`config.mk`:
```
export PLATFORM = sky130hd
export DESIGN_NAME = uart_rx_ctrl
export DESIGN_NICKNAME = d
export VERILOG_FILES = /design/src/rtl/uart_rx_ctrl.sv
export SDC_FILE = /design/constraint.sdc
export NUM_CORES = 1
export LEC_CHECK = 0
export CAP_MARGIN = 20
export CORE_MARGIN = 1.5
export CORE_UTILIZATION = 55
export CTS_CLUSTER_DIAMETER = 60
export DETAILED_ROUTE_END_ITERATION = 10
export GPL_TIMING_DRIVEN = 1
export PLACE_DENSITY = 0.81
export SLEW_MARGIN = 20
export SYNTH_ARGS = -nofsm -noshare
export SYNTH_HDL_FRONTEND = slang
export SYNTH_SLANG_ARGS = --single-unit
```
`constraint.sdc`:
```
create_clock -name clk -period 2.75 [get_ports clk]
set_input_delay 0.4125 -clock clk [delete_from_list [all_inputs] [get_ports clk]]
set_output_delay 0.4125 -clock clk [all_outputs]
set_load 0.05 [all_outputs]
```
`src/rtl/uart_rx_ctrl.sv`:
```
// UART receive sequencer: start-bit detection, mid-bit sampling, SIPO shift control,
// stop-bit check and a valid/ready word interface with sticky framing/overrun status.
module uart_rx_ctrl #(
   parameter int WIDTH      = 8,
   parameter int OVERSAMPLE = 16
) (
   input  logic             clk,
   input  logic             reset,
   input  logic             sample_tick,
   input  logic             rx,
   input  logic             rx_ready,
   output logic             sipo_bit,
   output logic             sipo_hold,
   output logic [WIDTH-1:0] rx_data,
   output logic             rx_valid,
   output logic             frame_error,
   output logic             overrun,
   output logic             busy,
   output logic [2:0]       dbg_state
);

   localparam int TW = $clog2(OVERSAMPLE);
   localparam int BW = $clog2(WIDTH + 1);
   localparam logic [TW-1:0] TICK_MID  = TW'(OVERSAMPLE / 2 - 1);
   localparam logic [TW-1:0] TICK_LAST = TW'(OVERSAMPLE - 1);
   localparam logic [BW-1:0] BIT_LAST  = BW'(WIDTH - 1);

   typedef enum logic [2:0] {
      IDLE  = 3'd0,
      START = 3'd1,
      DATA  = 3'd2,
      STOP  = 3'd3,
      BRK   = 3'd4
   } state_t;

   state_t           state_q;
   logic [TW-1:0]    tick_q;
   logic [BW-1:0]    bit_q;
   logic             rx_meta_q;
   logic             rx_s_q;
   logic [WIDTH-1:0] shift_q;
   logic             strobe_q;
   logic             sipo_bit_q;
   logic [WIDTH-1:0] rx_data_q;
   logic             rx_valid_q;
   logic             frame_error_q;
   logic             overrun_q;

   // Handshake: a word transfers on any clk where rx_valid & rx_ready are both high;
   // rx_valid drops on the next clk unless a new word loads on that same clk (load wins).
   always_ff @(posedge clk or negedge reset) begin
      if (!reset) begin
         state_q       <= IDLE;
         tick_q        <= '0;
         bit_q         <= '0;
         rx_meta_q     <= 1'b1;
         rx_s_q        <= 1'b1;
         shift_q       <= '0;
         strobe_q      <= 1'b0;
         sipo_bit_q    <= 1'b0;
         rx_data_q     <= '0;
         rx_valid_q    <= 1'b0;
         frame_error_q <= 1'b0;
         overrun_q     <= 1'b0;
      end else begin
         rx_meta_q <= rx;
         rx_s_q    <= rx_meta_q;
         strobe_q  <= 1'b0;
         if (rx_valid_q && rx_ready)
            rx_valid_q <= 1'b0;

         if (sample_tick) begin
            case (state_q)
               IDLE: begin
                  if (!rx_s_q) begin
                     state_q <= START;
                     tick_q  <= '0;
                  end
               end
               START: begin
                  if (tick_q == TICK_MID) begin
                     if (rx_s_q) begin
                        state_q <= IDLE;
                     end else begin
                        state_q <= DATA;
                        tick_q  <= '0;
                        bit_q   <= '0;
                     end
                  end else begin
                     tick_q <= tick_q + 1'b1;
                  end
               end
               DATA: begin
                  if (tick_q == TICK_LAST) begin
                     sipo_bit_q <= rx_s_q;
                     shift_q    <= {rx_s_q, shift_q[WIDTH-1:1]};
                     strobe_q   <= 1'b1;
                     tick_q     <= '0;
                     bit_q      <= bit_q + 1'b1;
                     if (bit_q == BIT_LAST)
                        state_q <= STOP;
                  end else begin
                     tick_q <= tick_q + 1'b1;
                  end
               end
               STOP: begin
                  if (tick_q == TICK_LAST) begin
                     tick_q <= '0;
                     if (rx_s_q) begin
                        rx_data_q  <= shift_q;
                        rx_valid_q <= 1'b1;
                        if (rx_valid_q && !rx_ready)
                           overrun_q <= 1'b1;
                        state_q <= IDLE;
                     end else begin
                        frame_error_q <= 1'b1;
                        state_q       <= BRK;
                     end
                  end else begin
                     tick_q <= tick_q + 1'b1;
                  end
               end
               BRK: begin
                  if (rx_s_q)
                     state_q <= IDLE;
               end
               default: state_q <= IDLE;
            endcase
         end
      end
   end

   assign sipo_bit    = sipo_bit_q;
   assign sipo_hold   = ~strobe_q;
   assign rx_data     = rx_data_q;
   assign rx_valid    = rx_valid_q;
   assign frame_error = frame_error_q;
   assign overrun     = overrun_q;
   assign busy        = (state_q != IDLE);
   assign dbg_state   = state_q;

endmodule
```
Word level (Yosys, flattened, before mapping)
Cells that the tools add are included.
{ "word_totals": {"ff_bits": 34, "output_inout_bits": 17, "wordCells": 70} }
{ "op_classes": {"n_addsub": 2, "n_eq_ne": 14, "n_mux": 25, "n_bitwise": 2, "n_reduce_logical": 15} }
{ "ops": {"columns": ["operator", "n"], "rows": [
  ["$mux W4", 6],
  ["$mux W3", 7],
  ["$pmux W3 S5", 1],
  ["$ne A2 B2 Y1 const B", 7],
  ["$pmux W4 S3", 1],
  ["$reduce_and A5 Y1", 2],
  ["$add A4 B1 Y4 const B", 2],
  ["$eq A4 B3 Y1 const B", 2],
  ["$mux W1", 8],
  ["$pmux W4 S2", 1],
  ["$reduce_and A4 Y1", 2],
  ["$reduce_and A7 Y1", 1],
  ["$eq A3 B2 Y1 const B", 2],
  ["$reduce_bool A3 Y1", 2],
  ["$eq A4 B4 Y1 const B", 1],
  ["$eq A3 B1 Y1 const B", 1],
  ["$eq A3 B3 Y1 const B", 1],
  ["$logic_not A3 Y1", 1],
  ["$reduce_and A3 Y1", 1],
  ["$logic_and A1 B1 Y1", 2],
  ["$mux W2", 1],
  ["$not A1 Y1", 2],
  ["$reduce_and A2 Y1", 1],
  ["$reduce_bool A2 Y1", 1],
  ["other kinds (2)", 2]
]} }

Longest topological paths before layout
Gate-level depths: netlist of run 1.
{ "logic_depth": {"depth_word": 6, "mapped_depth": 6, "depth_no_buf": 5} }

Worst setup path before layout of run 1
Ideal clock, no wire load.
{ "synth_path": {"path_type": "reg-to-reg", "from": "reg state_q[0], in the netlist dbg_state[0]", "to": "reg bit_q[1]", "setup_ns": 0.121, "t_arrival_ns": 1.797, "path_slack_ns": 0.832, "stages_incl_launch_ff": 5, "path_buffers": 1, "path_cell_list": "dfrtp_1 buf_2 or4b_1 a211o_1 a22o_1"} }
{ "synth_between": {"elab_chain_len": 3} }
{ "synth_lines": {"columns": ["element", "line_no", "rtl"], "rows": [
  ["start, declared", "36", "state_t state_q;"],
  ["start signal, assigned", "53", "state_q <= IDLE;"],
  ["start signal, assigned", "76", "state_q <= START;"],
  ["start signal, assigned", "83", "state_q <= IDLE;"],
  ["$eq A3 B1 Y1 or $eq A3 B2 Y1 (tied branches)", "73", "case (state_q)"],
  ["$ne A2 B2 Y1 (no line) or $reduce_bool A2 Y1 (tied branches)", null, null],
  ["$reduce_and A5 Y1 (no line)", null, null],
  ["end signal, assigned", "99", "bit_q <= bit_q + 1'b1;"],
  ["end, declared", "38", "logic [BW-1:0] bit_q;"]
]} }
Parallel ways exist; a longest one is shown, timed or not.
A chain may end at the register's enable or synchronous reset.

Final worst setup path of run 1
{ "layout_path": {"from": "reg state_q[1], in the netlist dbg_state[1]", "to": "out busy"} }
{ "layout_between": {"elab_chain_len": 1} }
{ "layout_lines": {"columns": ["element", "line_no", "rtl"], "rows": [
  ["$reduce_bool A3 Y1", "139", "assign busy = (state_q != IDLE);"],
  ["end, declared", "18", "output logic busy,"]
]} }
Every way passes these cells.

==> summary.md, run 1 <==
Synth
- **synth cell count leaders** sky130_fd_sc_hd__dfrtp_1 (31), sky130_fd_sc_hd__mux2_2 (15), sky130_fd_sc_hd__nand2_1 (9), sky130_fd_sc_hd__inv_1 (7), sky130_fd_sc_hd__o21ai_0 (7)
- **largest family of logic cells by synthesized area** simple AND/OR/NAND/NOR gates
- **Adder-Cell Fraction of Synth Area** 1.72%
- **flip-flop and latch count after synthesis** 33
- **summed instance area of the synthesized netlist** 1460 sq um
- **compound-cell area share of the yosys netlist** 11.7%
- **area fraction of the dominant cell type after synthesis** 53.3%
- **number of flops mapped to enable cells by yosys** 0
- **Seq/Total Area, Yosys** 56.9%
- **Post-synth top flop** sky130_fd_sc_hd__dfrtp_1
- **synthesized area per cell** 11.7 sq um
- **cell count after synthesis** 125
- **most frequent cell after synthesis** sky130_fd_sc_hd__dfrtp_1
- **xor-xnor portion of the synthesized cell area** 0.601%
- **asr flop ratio synth** 100%
- **synthesized-area fraction occupied by and/or/nand/nor cells** 13.6%
- **count of different cell masters after synthesis** 37
- **Syn Nets** 132
- **synth top area cells** sky130_fd_sc_hd__dfrtp_1 (53%), sky130_fd_sc_hd__mux2_2 (12%), sky130_fd_sc_hd__dfstp_2 (3.6%)
- **cell accounting for the most synthesized area** sky130_fd_sc_hd__dfrtp_1
- **proportion of synthesized area in mux cells** 11.6%
- **total number of yosys warnings** 0

STA
- **Setup WS post-layout** 0.338 ns
- **total negative slack for setup checks** 0 ns
- **post-route clock skew** 0.00638 ns
- **transition time of the tightest slew-check pin** 0.501 ns
- **Final Hold Violating Endpoints** 0
- **minimum period implied by the final worst setup slack** 2.41 ns
- **Fmax achieved** 415 MHz
- **total setup violations reported at the end of the flow** 0
- **setup repair after global routing missed its margin** false
- **number of max-slew violations in the final report** 0
- **Tcrit/Tclk final** 87.7%
- **remaining max-slew budget at the tightest pin** 66.5%

Setup path
- **highest net fanout along the worst path** 14
- **slowest cell on the critical path** sky130_fd_sc_hd__clkdlybuf4s50_1
- **Worst Setup End Kind** output port
- **Crit path required time** 2.34 ns
- **critical path class** flip-flop to output port
- **Crit Reg-Reg Startpoint** tick_q[0]
- **terminus of the critical flop-to-flop path** rx_data[5]
- **logic depth of the worst register-to-register path** 5
- **internal reg-to-reg setup slack** 0.90 ns
- **ordered cell list for the critical path** nor2_1 > nand2_1 > clkdlybuf4s50_1
- **data arrival time of the critical path** 2.00 ns
- **Critical Path Max Stage Delay** 0.80 ns
- **kind of launch point of the worst setup path** flip-flop

Detailed routing
- **wirelength, routed** 2560 um
- **number of iterations in the first detailed-routing pass** 4
- **number of DRC markers in iteration 0** 28
- **count of antenna-violating nets left after detailed routing** 0
- **Via density** 5.75
- **total number of vias** 1040
- **DRC violations left** 0
- **Routed wire per std cell** 14.1 um

Final layout
- **fraction of final layout cells sized beyond drive strength 1** 18.5%
- **count of filler cells inserted in the layout** 184
- **Final #Nets** 157
- **Antenna Cells** 0
- **area taken by multi-input logic gates** 571 sq um
- **relative area change from synthesis to final layout** 21.7%
- **register area** 828 sq um

Clock tree
- **Post-CTS Hold Buffers** 0
- **Post-CTS Resized** 0
- **clock edge transition at the registers on the reported setup and hold paths** 0.09 ns
- **CTS H-tree depth** 2
- **number of buffers inserted during clock tree synthesis** 5
- **buffers inserted during post-CTS setup optimization** 0
- **CTS tree** yes
- **root buffer selected by CTS** sky130_fd_sc_hd__clkbuf_4
- **worst-skew pair later-pin latency** 0.33 ns
- **Longest Clk Path Bufs** 2
- **CTS sink count** 33

Global route
- **vias in the first global route** 956
- **initial antenna violation count** 0
- **first-pass GRT wire length** 4280 um
- **GR Util All Layers** 21.3%
- **total congestion overflow after global routing** 0
- **largest net degree at the start of global routing** 34

Die
- **I/O pin cnt** 22
- **Core ar.** 2500 sq um
- **Die H** 54.5 um
- **initial core utilization** 58.3%
- **site row count** 18
- **overall die area** 2970 sq um
- **Die W** 54.5 um

Run
- **max-cap viol count** 0

Place
- **post-placement worst setup slack** 0.677 ns
- **routability congestion estimate from global placement** 0.875
- **half-perimeter wire length after placement** 1780 um
- **port bufs** 21

Hold path
- **Hold Path End** rx_s_q
- **worst min-delay path startpoint** rx_meta_q
- **Hold Crit Depth** 0
- **Hold WC Path Type** flip-flop to flip-flop

Power and ir drop
- **IR drop worst, VDD** 0.000461 V
- **power per cell area** 664 nW/um^2
- **cell leakage power** 0.854 nW

Outcome
- **status** finished, final reports clean

logic make-up (layout without fill, tap and decap cells):
group / Yosys count / in the layout
flops: 33 / 33
buf+inv: 12 / 38
compound gates: 27 / 27
fa+ha+maj: 2 / 2
xor+xnor: 1 / 1
mux: 15 / 15
simple gates: 35 / 35
cell usage in the layout, fill, tap and decap left out, drive strengths merged, types with 4 or more instances in the layout:
master	instances
clkbuf	7
clkdlybuf4s50	21
dfrtp	31
inv	7
mux2	15
nand2	10
nor2	4
nor2b	4
o21ai	9
per-layer routing:
layer	wire (um)	track usage (%)	share of wire, %	vias up
li1	-	-	-	499
met3	167	8.20	6.5	7
met2	1190	31.7	47	40
met5	0	0	0	-
met1	1160	28.4	45	494
met4	37	7.50	1.4	0
how the worst max path moves through the flow:
| stage | from | endpoint | slack (ns) |
|---|---|---|---|
| finish | dbg_state[1] | busy | 0.34 |
| global route | dbg_state[1] | busy | 0.21 |
| CTS | dbg_state[1] | busy | 0.33 |
| detailed placement | sample_tick | rx_data[3] | 0.68 |
| global placement | dbg_state[1] | busy | 0.72 |
| floorplan | dbg_state[0] | bit_q[1] | 0.83 |
area by class of cell:
class,count,area share [%]
timing repair buffer,23,12.7
inverter,7,1.48
clock buffer,7,3.11
clock inverter,1,1.69
tap,30,2.12
multi-input combinational,80,32.2
sequential,33,46.7
per-stage QoR:
stage | cells | hold slack (ns) | util [%] | cell area [sq um] | total power, mW
6_report | 181 | 0.360 | 70.9 | 1770 | 1.18
5_1_grt | 181 | 0.368 | 70.9 | 1770 | 1.24
4_1_cts | 181 | 0.362 | 70.9 | 1770 | 1.18
3_5_place_dp | 173 | 0.347 | 67.5 | 1690 | 0.807
3_3_place_gp | 173 | 0.347 | 67.5 | 1690 | 0.799
2_1_floorplan | 125 | 0.117 | - | 1460 | 0.756
power breakdown:
part	internal [mW]	total [mW]	switching, mW
registers	0.522	0.591	0.0686
clock network	0.217	0.377	0.160
logic	0.0891	0.208	0.119
worst max-delay path, delay by kind of cell (launching register included):
kind	cells	cell delay, ns
flip-flops	1	0.59
AND/OR/NAND/NOR	2	0.29
buffers and inverters	1	0.80
registers in the layout, indices dropped and copies added (netlist names):
name and flops:
rx_data 8, shift_q 8, bit_q 4, tick_q 4, dbg_state 3, frame_error 1
overrun 1, rx_meta_q 1, rx_s_q 1, rx_valid 1, strobe_q 1
No activity file was read; power rests on OpenSTA's default activity.
==> run 2: changes to the inputs <==
--- a/config.mk
+++ b/config.mk
@@ -11,6 +11,7 @@
 export CTS_CLUSTER_DIAMETER = 60
 export DETAILED_ROUTE_END_ITERATION = 10
 export GPL_TIMING_DRIVEN = 1
+export MAX_ROUTING_LAYER = met4
 export PLACE_DENSITY = 0.81
 export SLEW_MARGIN = 20
 export SYNTH_ARGS = -nofsm -noshare
==> summary.md, run 2 (synthesis gave the netlist of run 1 again) <==
Clock tree
- **number of buffers inserted during clock tree synthesis** 5
- **buffers inserted during post-CTS setup optimization** 0
- **CTS H-tree depth** 2
- **CTS tree** yes
- **root buffer selected by CTS** sky130_fd_sc_hd__clkbuf_4
- **Post-CTS Hold Buffers** 0
- **Post-CTS Resized** 0
- **CTS sink count** 33
- **worst-skew pair later-pin latency** 0.33 ns
- **clock edge transition at the registers on the reported setup and hold paths** 0.09 ns
- **Longest Clk Path Bufs** 2

Final layout
- **number of standard cells in the layout, taps in and fillers out** 181
- **Antenna Cells** 0
- **Final #Nets** 157
- **fraction of final layout cells sized beyond drive strength 1** 18.5%
- **relative area change from synthesis to final layout** 21.7%
- **count of filler cells inserted in the layout** 184
- **area taken by multi-input logic gates** 571 sq um
- **leading cell types in the layout, fill and taps excluded** sky130_fd_sc_hd__dfrtp_1 (31), sky130_fd_sc_hd__clkdlybuf4s50_1 (21), sky130_fd_sc_hd__mux2_2 (15)
- **final cell area excluding filler cells** 1770 sq um
- **most common cell after layout, fill and taps aside** sky130_fd_sc_hd__dfrtp_1
- **register area** 828 sq um

Die
- **site row count** 18
- **Core ar.** 2500 sq um
- **I/O pin cnt** 22
- **Die H** 54.5 um
- **overall die area** 2970 sq um
- **Die W** 54.5 um
- **initial core utilization** 58.3%

Run
- **max-cap viol count** 0

Detailed routing
- **number of DRC markers in iteration 0** 27
- **Via density** 5.76
- **Routed wire per std cell** 14.0 um
- **total number of vias** 1042
- **number of iterations in the first detailed-routing pass** 4
- **wirelength, routed** 2540 um
- **count of antenna-violating nets left after detailed routing** 0
- **DRC violations left** 0

Setup path
- **source of the critical timing path** dbg_state[1]
- **internal reg-to-reg setup slack** 0.91 ns
- **Crit Reg-Reg Startpoint** tick_q[0]
- **kind of launch point of the worst setup path** flip-flop
- **endpoint of the worst setup timing path** busy
- **terminus of the critical flop-to-flop path** rx_data[5]
- **critical path class** flip-flop to output port
- **highest net fanout along the worst path** 14
- **data arrival time of the critical path** 2.00 ns
- **Worst Setup End Kind** output port
- **logic depth of the worst register-to-register path** 5
- **Crit path required time** 2.34 ns

STA
- **total setup violations reported at the end of the flow** 0
- **transition time of the tightest slew-check pin** 0.501 ns
- **setup repair after global routing missed its margin** false
- **minimum period implied by the final worst setup slack** 2.42 ns
- **Fmax achieved** 414 MHz
- **hold slack** 0.360 ns
- **total negative slack for setup checks** 0 ns
- **Tcrit/Tclk final** 87.9%
- **number of max-slew violations in the final report** 0
- **Final Hold Violating Endpoints** 0
- **post-route clock skew** 0.00678 ns
- **remaining max-slew budget at the tightest pin** 66.5%

Power and ir drop
- **IR drop worst, VDD** 0.000460 V
- **Cell Int Power** 0.829 mW
- **Psw** 0.346 mW
- **combinational fraction of design power** 17.7%
- **relative contribution of the clock network to total power** 32.1%
- **switch share** 29.5%
- **sequential group share of total power** 50.2%
- **power per cell area** 662 nW/um^2
- **cell leakage power** 0.854 nW

Global route
- **largest net degree at the start of global routing** 34
- **initial antenna violation count** 0
- **first-pass GRT wire length** 4300 um
- **GR Util All Layers** 22.0%
- **total congestion overflow after global routing** 0
- **vias in the first global route** 955

Outcome
- **status** finished, final reports clean

Place
- **area post-placement** 1690 sq um
- **placed cell count** 173
- **port bufs** 21
- **half-perimeter wire length after placement** 1780 um
- **routability congestion estimate from global placement** 0.889

Hold path
- **Hold WC Path Type** flip-flop to flip-flop

-- run 2: cell counts in the layout (fill, tap and decap cells not counted) --
No cell type changed its count.
-- run 2: worst min path at each step --
stage | slack, ns | depth (start not counted) | endpoint | start
after floorplan | 0.12 | 0 | bit_q[0] | reset
after global placement | 0.35 | 0 | rx_s_q | rx_meta_q
after detailed placement | 0.35 | 0 | rx_s_q | rx_meta_q
after CTS | 0.36 | 0 | rx_s_q | rx_meta_q
after global routing | 0.37 | 0 | rx_s_q | rx_meta_q
final | 0.36 | 0 | rx_s_q | rx_meta_q
-- run 2: per-layer routing --
metal	track usage, %	routed length (um)
met4	7.50	37
met2	31.5	1180
met3	8.20	175
met5	-	0
met1	28.8	1150
-- run 2: final cells by class --
cell class / count / area share (%)
clock buffers: 7 / 3.11
clock inverters: 1 / 1.69
inverters: 7 / 1.48
multi-input cells: 80 / 32.2
flip-flops and latches: 33 / 46.7
well taps: 30 / 2.12
repair buffers: 23 / 12.7
-- run 2: per-stage QoR --
step / util, % / worst slack [ns] / power (mW)
3_5_place_dp: 67.5 / 0.677 / 0.807
4_1_cts: 70.9 / 0.329 / 1.18
5_1_grt: 70.9 / 0.206 / 1.24
3_3_place_gp: 67.5 / 0.718 / 0.799
2_1_floorplan: - / 0.832 / 0.756
6_report: 70.9 / 0.334 / 1.17
-- run 2: worst max-delay path: stages (launching register included) --
cell and delay [ns]:
sky130_fd_sc_hd__dfrtp_1 0.59, sky130_fd_sc_hd__nor2_1 0.17, sky130_fd_sc_hd__nand2_1 0.12, sky130_fd_sc_hd__clkdlybuf4s50_1 0.80
-- run 2: power by group through the flow --
stage                     logic, mW  registers (mW)  clock network (mW)
after floorplan               0.180           0.577                   0
after global placement        0.203           0.596                   0
after detailed placement      0.209           0.598                   0
after CTS                     0.209           0.589               0.383
after global routing          0.231           0.601               0.407
final                         0.208           0.590               0.377
==> run 3: changes to the inputs <==
--- a/config.mk
+++ b/config.mk
@@ -5,7 +5,6 @@
 export SDC_FILE = /design/constraint.sdc
 export NUM_CORES = 1
 export LEC_CHECK = 0
-export CAP_MARGIN = 20
 export CORE_MARGIN = 1.5
 export CORE_UTILIZATION = 55
 export CTS_CLUSTER_DIAMETER = 60
==> constraint.sdc (replaced) <==
create_clock -name clk -period 2.75 [get_ports clk]
set_input_delay 0.55 -clock clk [delete_from_list [all_inputs] [get_ports clk]]
set_output_delay 0.55 -clock clk [all_outputs]
set_load 0.05 [all_outputs]
==> summary.md, run 3 (synthesis gave the netlist of run 1 again) <==
STA
- **Setup WS post-layout** 0.272 ns
- **Final Hold Violating Endpoints** 0
- **setup repair after global routing missed its margin** false
- **total negative slack for setup checks** 0 ns
- **post-route clock skew** 0.00472 ns
- **minimum period implied by the final worst setup slack** 2.48 ns
- **transition time of the tightest slew-check pin** 0.513 ns
- **Tcrit/Tclk final** 90.1%
- **number of max-slew violations in the final report** 0
- **hold slack** 0.373 ns
- **total setup violations reported at the end of the flow** 0
- **Fmax achieved** 404 MHz
- **remaining max-slew budget at the tightest pin** 65.7%

Die
- **site row count** 18
- **overall die area** 2970 sq um
- **initial core utilization** 58.3%
- **Core ar.** 2500 sq um
- **I/O pin cnt** 22
- **Die W** 54.5 um
- **Die H** 54.5 um

Clock tree
- **CTS H-tree depth** 2
- **worst-skew pair later-pin latency** 0.32 ns
- **CTS tree** yes
- **Post-CTS Hold Buffers** 0
- **number of buffers inserted during clock tree synthesis** 5
- **CTS sink count** 33
- **buffers inserted during post-CTS setup optimization** 0
- **Post-CTS Resized** 0
- **Longest Clk Path Bufs** 2
- **root buffer selected by CTS** sky130_fd_sc_hd__clkbuf_4
- **clock edge transition at the registers on the reported setup and hold paths** 0.10 ns

Place
- **placed cell count** 174
- **port bufs** 21
- **post-placement worst setup slack** 0.530 ns
- **half-perimeter wire length after placement** 1840 um
- **routability congestion estimate from global placement** 0.896

Setup path
- **slowest cell on the critical path** sky130_fd_sc_hd__clkdlybuf4s50_1
- **critical path class** flip-flop to output port
- **WP buf/inv** 1
- **data arrival time of the critical path** 1.93 ns
- **kind of launch point of the worst setup path** flip-flop
- **Worst Setup End Kind** output port
- **critical path's top delay family** buffers and inverters
- **ordered cell list for the critical path** nor2_1 > nand2_1 > clkdlybuf4s50_1
- **internal reg-to-reg setup slack** 0.91 ns
- **Crit path required time** 2.20 ns
- **highest net fanout along the worst path** 11
- **Critical Path Max Stage Delay** 0.70 ns

Detailed routing
- **Via density** 5.81
- **number of DRC markers in iteration 0** 22
- **DRC violations left** 0
- **wirelength, routed** 2670 um
- **number of iterations in the first detailed-routing pass** 5
- **total number of vias** 1057
- **count of antenna-violating nets left after detailed routing** 0
- **Routed wire per std cell** 14.7 um

Global route
- **GR Util All Layers** 22.8%
- **total congestion overflow after global routing** 0
- **initial antenna violation count** 0
- **largest net degree at the start of global routing** 34
- **first-pass GRT wire length** 4480 um
- **vias in the first global route** 988

Final layout
- **leading cell types in the layout, fill and taps excluded** sky130_fd_sc_hd__dfrtp_1 (31), sky130_fd_sc_hd__clkdlybuf4s50_1 (21), sky130_fd_sc_hd__mux2_2 (15)
- **number of standard cells in the layout, taps in and fillers out** 182
- **fraction of final layout cells sized beyond drive strength 1** 19.7%
- **relative area change from synthesis to final layout** 22.5%
- **Final #Nets** 158
- **Antenna Cells** 0
- **count of filler cells inserted in the layout** 170
- **most common cell after layout, fill and taps aside** sky130_fd_sc_hd__dfrtp_1

Power and ir drop
- **cell leakage power** 0.858 nW
- **power per cell area** 662 nW/um^2
- **IR drop worst, VDD** 0.000491 V

Run
- **max-cap viol count** 0

Hold path
- **Hold WC Path Type** flip-flop to flip-flop

Outcome
- **status** finished, final reports clean

## run 3: area by class of cell
cell class                      instances  area, sq um  area share, %
Multi-Input combinational cell         80          571           32.0
Inverter                                7         26.3           1.47
Clock buffer                            6         51.3           2.88
Tap cell                               30         37.5           2.10
Timing Repair Buffer                   24          233           13.0
Clock inverter                          2         37.5           2.10
Sequential cell                        33          828           46.4
## run 3: per-layer routing
metal | track usage [%] | vias up | share of wire, %
met5 | - | - | 0
met4 | 11.3 | 0 | 1.7
met3 | 6.01 | 10 | 5.0
met2 | 34.5 | 41 | 48
met1 | 28.3 | 513 | 45
li1 | - | 493 | -
## run 3: path summary, 6_finish.rpt
kind                                   start          to  cells past startpoint
worst max-delay path            dbg_state[0]        busy                      3
worst min-delay path               rx_meta_q      rx_s_q                      0
worst max register to register     tick_q[0]  rx_data[2]                      5
worst min register to register     rx_meta_q      rx_s_q                      0
max in group asynchronous              reset      rx_s_q                      2
min in group asynchronous              reset    strobe_q                      2
## run 3: report_power, final
group          internal (mW)  total, mW  switching (mW)
Combinational         0.0934      0.223           0.130
Sequential             0.523      0.580          0.0578
Clock                  0.216      0.378           0.162
Total                  0.832       1.18           0.350
## run 3: metrics by stage
step | power (mW) | utilization [%] | cell area, sq um
2_1_floorplan | 0.756 | - | 1460
3_3_place_gp | 0.802 | 67.8 | 1700
3_5_place_dp | 0.811 | 67.8 | 1700
4_1_cts | 1.19 | 71.4 | 1780
5_1_grt | 1.25 | 71.4 | 1780
6_report | 1.18 | 71.4 | 1780
